===== src/rtl/param_sync_fifo.sv =====
// Single-clock FIFO using all DEPTH entries via an extra pointer MSB.
// Adds fill count, almost flags, flush, sticky errors and show-ahead/registered read.
module param_sync_fifo #(
  parameter int WIDTH    = 8,
  parameter int DEPTH    = 16,
  parameter int AF_LEVEL = DEPTH - 2,
  parameter int AE_LEVEL = 2,
  parameter int FWFT     = 1
) (
  input  logic                     clk,
  input  logic                     resetb,
  input  logic                     flush,
  input  logic                     clr_err,
  input  logic [WIDTH-1:0]         din,
  input  logic                     wr_en,
  input  logic                     rd_en,
  output logic [WIDTH-1:0]         dout,
  output logic                     dout_valid,
  output logic                     full,
  output logic                     empty,
  output logic                     almost_full,
  output logic                     almost_empty,
  output logic [$clog2(DEPTH):0]   count,
  output logic                     overflow,
  output logic                     underflow
);

  localparam int AW = $clog2(DEPTH);
  localparam logic [AW:0] ONE  = (AW+1)'(1);
  localparam logic [AW:0] AF_L = (AW+1)'(AF_LEVEL);
  localparam logic [AW:0] AE_L = (AW+1)'(AE_LEVEL);

  logic [WIDTH-1:0] mem_q [DEPTH];

  logic [AW:0] wr_ptr_q, wr_ptr_d;
  logic [AW:0] rd_ptr_q, rd_ptr_d;
  logic [AW:0] count_q, count_d;
  logic        full_q, full_d;
  logic        empty_q, empty_d;
  logic        af_q, af_d;
  logic        ae_q, ae_d;
  logic        overflow_q, overflow_d;
  logic        underflow_q, underflow_d;

  logic          wr_acc, rd_acc;
  logic [AW-1:0] wr_idx, rd_idx;

  assign wr_idx = wr_ptr_q[AW-1:0];
  assign rd_idx = rd_ptr_q[AW-1:0];

  always_comb begin
    wr_acc   = wr_en & ~full_q & ~flush;
    rd_acc   = rd_en & ~empty_q & ~flush;
    wr_ptr_d = wr_ptr_q;
    rd_ptr_d = rd_ptr_q;
    count_d  = count_q;
    if (flush) begin
      wr_ptr_d = '0;
      rd_ptr_d = '0;
      count_d  = '0;
    end else begin
      if (wr_acc) wr_ptr_d = wr_ptr_q + ONE;
      if (rd_acc) rd_ptr_d = rd_ptr_q + ONE;
      case ({wr_acc, rd_acc})
        2'b10:   count_d = count_q + ONE;
        2'b01:   count_d = count_q - ONE;
        default: count_d = count_q;
      endcase
    end
    full_d  = (wr_ptr_d[AW] != rd_ptr_d[AW]) && (wr_ptr_d[AW-1:0] == rd_ptr_d[AW-1:0]);
    empty_d = (wr_ptr_d == rd_ptr_d);
    af_d    = (count_d >= AF_L);
    ae_d    = (count_d <= AE_L);
    // A set event in the same cycle as clr_err leaves the flag set.
    overflow_d  = (overflow_q  & ~clr_err) | (wr_en & full_q  & ~flush);
    underflow_d = (underflow_q & ~clr_err) | (rd_en & empty_q & ~flush);
  end

  always_ff @(posedge clk) begin
    if (!resetb) begin
      wr_ptr_q    <= '0;
      rd_ptr_q    <= '0;
      count_q     <= '0;
      full_q      <= 1'b0;
      empty_q     <= 1'b1;
      af_q        <= 1'b0;
      ae_q        <= 1'b1;
      overflow_q  <= 1'b0;
      underflow_q <= 1'b0;
    end else begin
      wr_ptr_q    <= wr_ptr_d;
      rd_ptr_q    <= rd_ptr_d;
      count_q     <= count_d;
      full_q      <= full_d;
      empty_q     <= empty_d;
      af_q        <= af_d;
      ae_q        <= ae_d;
      overflow_q  <= overflow_d;
      underflow_q <= underflow_d;
    end
  end

  always_ff @(posedge clk) begin
    if (resetb && wr_acc) mem_q[wr_idx] <= din;
  end

  if (FWFT != 0) begin : g_fwft
    // Zero while empty so dout reads 0 straight out of reset.
    assign dout_valid = ~empty_q;
    assign dout       = empty_q ? '0 : mem_q[rd_idx];
  end else begin : g_reg
    logic [WIDTH-1:0] dout_q, dout_d;
    logic             dout_valid_q, dout_valid_d;

    always_comb begin
      dout_d       = dout_q;
      dout_valid_d = rd_acc;
      if (rd_acc) dout_d = mem_q[rd_idx];
    end

    always_ff @(posedge clk) begin
      if (!resetb) begin
        dout_q       <= '0;
        dout_valid_q <= 1'b0;
      end else begin
        dout_q       <= dout_d;
        dout_valid_q <= dout_valid_d;
      end
    end

    assign dout       = dout_q;
    assign dout_valid = dout_valid_q;
  end

  assign count        = count_q;
  assign full         = full_q;
  assign empty        = empty_q;
  assign almost_full  = af_q;
  assign almost_empty = ae_q;
  assign overflow     = overflow_q;
  assign underflow    = underflow_q;

endmodule


===== config.mk =====
export PLATFORM = sky130hd
export DESIGN_NAME = param_sync_fifo
export DESIGN_NICKNAME = d
export VERILOG_FILES = /design/src/rtl/param_sync_fifo.sv
export SDC_FILE = /design/constraint.sdc
export NUM_CORES = 1
export LEC_CHECK = 0
export BUFFER_PORTS_ARGS = -buffer_cell sky130_fd_sc_hd__clkbuf_2
export CORE_ASPECT_RATIO = 1.25
export CORE_MARGIN = 3
export CORE_UTILIZATION = 50
export CTS_BUF_LIST = sky130_fd_sc_hd__clkbuf_2
export DETAILED_ROUTE_END_ITERATION = 12
export GPL_ROUTABILITY_DRIVEN = 0
export MAX_ROUTING_LAYER = met4
export PLACE_DENSITY = 0.67
export SLEW_MARGIN = 0
export SYNTH_ARGS = -nofsm -noshare
export SYNTH_HDL_FRONTEND = slang
export SYNTH_SLANG_ARGS = --single-unit

===== constraint.sdc =====
create_clock -name clk -period 5 [get_ports clk]
set_input_delay 1.25 -clock clk [delete_from_list [all_inputs] [get_ports clk]]
set_output_delay 1.25 -clock clk [all_outputs]
set_load 0.02 [all_outputs]

### After elaboration in Yosys (flattened, before gate mapping)

Memory sizes are Yosys's and may differ from the RTL's. A register that Yosys moved wholly into a read port is not among the register bits.
Cells that the tools add are included.

* add/sub/neg operators: 4
* magnitude comparators: 2
* equality and inequality tests: 5
* mux-type cells: 10
* bitwise gates (word level): 16
* reductions and logical operators: 2

Operators by type and width (number)
* $mux W5: 5
* $add A5 B1 Y5 const B: 3
* $and A1 B1 Y1: 10
* $pmux W5 S2: 1
* $mux W8: 1
* $eq A5 B5 Y1: 1
* $ge A5 B4 Y1 const B: 1
* $le A5 B2 Y1 const B: 1
* $sub A5 B1 Y5 const B: 1
* $eq A4 B4 Y1: 1
* $mux W4: 1
* $not A1 Y1: 4
* $eq A2 B1 Y1 const B: 1
* $eq A2 B2 Y1 const B: 1
* $logic_and A1 B1 Y1: 2
* $mux W1: 2
* $or A1 B1 Y1: 2
* $ne A1 B1 Y1: 1

* flip-flop bits (word level): 21
* memory bits (writable): 128
* word-level logic and storage cells: 49
* memories: 1

Memories
* mem_q: depth 16, width 8, read ports 1, clocked after Yosys merged registers in 1, wr ports 1, RTL line 33 `logic [WIDTH-1:0] mem_q [DEPTH];`

### Depth between registers and ports, before layout

* word-level depth: 7
* depth in mapped cells: 11
* depth with buffers taken out: 10

### Least setup slack after synthesis

No wires, ideal clock.

* path type: input -> register
* start point: input port rd_en
* end point: register af_q, in the netlist almost_full
* setup time: 0.058 ns
* data arrival time: 3.396 ns
* setup slack: 1.546 ns
* stages: 11
* cell sequence: nor2b_1 and2_1 ha_1 clkbuf_1 xor2_1 ha_1 a21oi_1 xnor2_1 or3_2 a221oi_1 or2_1

* cells in the longest elaborated chain, start to end: 6
* elaborated cells between the ends (all ways): 7
* those cells by class: order compare (1); eq/ne (2); mux (2); bitwise (2)

Ends and longest elaborated chain
* start: declaration: RTL line 16 `input logic rd_en,`
* $and A1 B1 Y1 * (2 in series): RTL line 53 `rd_acc = rd_en & ~empty_q & ~flush;`
* $eq A2 B1 Y1 / $eq A2 B2 Y1 (equally long branches): RTL line 64 `case ({wr_acc, rd_acc})`
* $pmux W5 S2 *: RTL line 64
* $mux W5 *: RTL line 57 `if (flush) begin`
* $ge A5 B4 Y1 *: RTL line 72 `af_d = (count_d >= AF_L);`
* end signal: assignment: RTL line 86 `af_q <= 1'b0;`
* end signal: assignment: RTL line 96 `af_q <= af_d;`
* end: declaration: RTL line 40 `logic af_q, af_d;`

Every way passes the cells marked *; elsewhere a longest branch is shown, timed or not.
A chain may end at the register's enable or synchronous reset.

==> impl_metrics.csv <==
group,metric,value,unit
run_status,status,"finished, final reports clean",
timing,achievable-frequency,241,MHz
timing,finalMaxSlewViolations,0,
setup_path,critPathMaxFanout,17,
drt,routedWlPerCell,21.0,µm
drt,dr.pass1.iters,4,
global_route,grt_pass1_vias,3379,
timing,finalHoldViolCount,0,
die,die_y,130,µm
finish,layout_commonest_cell,"edfxtp_1",
synthesis,synth_xor_xnor_area_share,2.21,%
setup_path,r2r_slack,2.04,ns
finish,num-nets-final,423,
setup_path,crit_arrival,2.91,ns
clocking,worstSkewPairLatency,0.65,ns
placed_design,pre_cts_slack,1.28,ns
clocking,clock-sinks,149,
global_route,grt_max_degree,26,
power,comb_power_share,3.6,%
drt,ant_nets,0,
power,p_int,1.70,mW
finish,fillers,922,
clocking,clockBufferDepth,2,
synthesis,ys_warn_count,0,
global_route,grt_pass1_wl,18.6,mm
placed_design,io_buffers,33,
synthesis,synth.distinct_cells,50,
die,pin_count,34,
placed_design,hpwlAfterDp,8.04,mm
global_route,grt-ovfl-total,0,
finish,diodes,0,
clocking,ctsResizeCount,0,
setup_path,end_kind,"output port",
synthesis,synthMuxAreaShare,13.5,%
timing,rsz0062_at_grt,"no",
timing,worstMarginPinSlew,1.03,ns
die,core,11800,µm²
synthesis,synth_seq_cells,149,
synthesis,synth_top_cell_by_area,"edfxtp_1",
synthesis,yosys-top-cells-area,"edfxtp_1, mux4_2, dfxtp_1",
synthesis,synth-edff-count,128,
setup_path,critical_path_class,"flip-flop to output port",
hold_path,hold_class,"flip-flop to flip-flop",
setup_path,r2r_start,"empty$_SDFF_PN1_",
run,max_cap_viol_count,0,
clocking,holdBufCountCts,0,
clocking,path_clk_slew,0.20,ns
timing,period_share,83.1,%
drt,vias,3246,
timing,setup_ws,0.843,ns
power,switching_share,21.5,%
finish,final_cell_mix,"edfxtp_1, clkbuf_2, mux4_2",
global_route,antenna_found_initial,0,
setup_path,cp.required,3.75,ns
hold_path,hold_depth,2,
power,power_frac_seq,62.6,%
synthesis,synth_top_family_by_area,"multiplexers",
timing,slew_headroom,31.1,%
synthesis,synthCells,361,
die,start_util,52.2,%
finish,area_delta_synth_final,9.89,%
setup_path,startpoint_type,"flip-flop",
synthesis,synth_top_area_share,62.2,%
synthesis,synth_adder_area_share,1.62,%
clocking,htree_levels,4,
power,powerDensity,319,nW/µm²
setup_path,reg2reg_depth,10,
die,die_w,105,µm
timing,timing.final.crit_period,4.16,ns
synthesis,syn_nets,383,
synthesis,yosys.area_share.simple,6.60,%
synthesis,synthesis.area,6180,µm²
hold_path,min_from,"rd_ptr_q[4]$_SDFF_PN0_",
die,die-area,13700,µm²
clocking,postCtsSetupRepairBufs,0,
global_route,grt_usage,19.2,%
setup_path,reg2reg_to,"almost_full$_SDFF_PN0_",
drt,drcViolationCount,0,
clocking,cts-root-buf,"clkbuf_2",
hold_path,hold_end,"rd_ptr_q[4]$_SDFF_PN0_",
drt,wirelength,12.1,mm
synthesis,async_reset_ff_share,0,%
timing,setup_tns,0,ns
setup_path,crit_path_start,"rd_ptr_q[2]$_SDFF_PN0_",
clocking,cts_buffers,17,
synthesis,yosysSeqAreaShare,69.0,%
synthesis,synth_ff_type,"edfxtp_1",
drt,vias_per_cell,5.66,
power,p_leak,2.22,nW
die,fp-row-count,44,
power,p_clk_share,33.8,%
power,switching_power,467,µW
drt,drt_first_iter_violations,167,
clocking,cts_tree,"done",
timing,finalSetupViolations,0,
power,ir_drop,0.136,mV
synthesis,synth-compound-area-share,5.02,%
finish,drive_gt1_share,26.9,%
timing,finalClockSkew,0.0231,ns
synthesis,avgSynthCellArea,17.1,µm²
==> how the worst max path moves through the flow <==
| stage | slack (ns) | depth (start not counted) | endpoint |
|---|---|---|---|
| 2_1_floorplan | 1.55 | 11 | almost_full$_SDFF_PN0_ |
| 3_3_place_gp | 1.35 | 11 | almost_full$_SDFF_PN0_ |
| 3_5_place_dp | 1.28 | 11 | almost_empty$_SDFF_PN1_ |
| 4_1_cts | 0.75 | 5 | dout[3] |
| 5_1_grt | 0.62 | 5 | dout[7] |
| 6_report | 0.84 | 5 | dout[3] |
==> synthesized netlist by cell type, types with 3 or more instances <==
cell	n
mux4_2	32
xor2_1	7
buf_2	4
nand3_1	5
buf_4	3
nor3_1	7
xnor2_1	6
a211oi_1	16
inv_1	9
nand2_1	9
clkbuf_1	11
mux2i_1	10
dfxtp_1	21
a21oi_1	5
nor2_1	27
and2_1	3
nor2b_1	12
ha_1	8
edfxtp_1	128
nand2b_1	5
==> flip-flops by register name, summed over array words and instances, names as in the netlist <==
name          cells
mem_q           128
count             5
rd_ptr_q          5
wr_ptr_q          5
almost_empty      1
almost_full       1
empty             1
full              1
overflow          1
underflow         1
==> cell type report <==
| class | count | area (µm²) | share of cell area (%) |
|---|---|---|---|
| Clock buffer | 17 | 85.1 | 1.25 |
| Clock inverter | 14 | 185 | 2.73 |
| Inverter | 9 | 33.8 | 0.497 |
| Multi-Input combinational cell | 183 | 1790 | 26.3 |
| Sequential cell | 149 | 4270 | 62.8 |
| Tap cell | 161 | 201 | 2.96 |
| Timing Repair Buffer | 41 | 238 | 3.50 |
==> critical path: stages (launching register included) <==
cell and delay [ns]:
dfxtp_1 0.96, mux4_2 0.44, nor2b_1 0.15, a211oi_1 0.36, a211oi_1 0.12, clkbuf_2 0.21
==> stage by stage <==
stage	hold slack [ns]	area [µm²]	total power [mW]	instances	util (%)
after floorplan	0.485	6180	1.43	361	-
after CTS	0.546	6800	2.19	574	57.4
final	0.548	6800	2.17	574	57.4
after global routing	0.580	6800	2.25	574	57.4
after detailed placement	0.506	6530	1.46	543	55.1
after global placement	0.492	6530	1.46	543	55.1
==> routing by layer <==
| metal | up-vias | track usage (%) | wire length, µm |
|---|---|---|---|
| met4 | 0 | 8.26 | 286 |
| met5 | - | - | 0 |
| met2 | 83 | 31.3 | 5970 |
| li1 | 1502 | - | - |
| met3 | 19 | 3.71 | 507 |
| met1 | 1642 | 23.9 | 5290 |
==> power groups by stage <==
stage                     Sequential, mW  Combinational (mW)  Clock, mW
final                               1.36              0.0777      0.734
after global routing                1.36              0.0852      0.802
after CTS                           1.36              0.0787      0.754
after detailed placement            1.39              0.0784          0
after global placement              1.39              0.0763          0
after floorplan                     1.38              0.0425          0
==> logic make-up after synthesis <==
family / Yosys count
buffers and inverters: 29
and+or+nand+nor: 78
xor gates and xnor gates: 14
adders and majority gates: 8
muxes: 43
DFF: 149
AOI/OAI and AO/OA: 40
(Power assumes the default switching activity.)
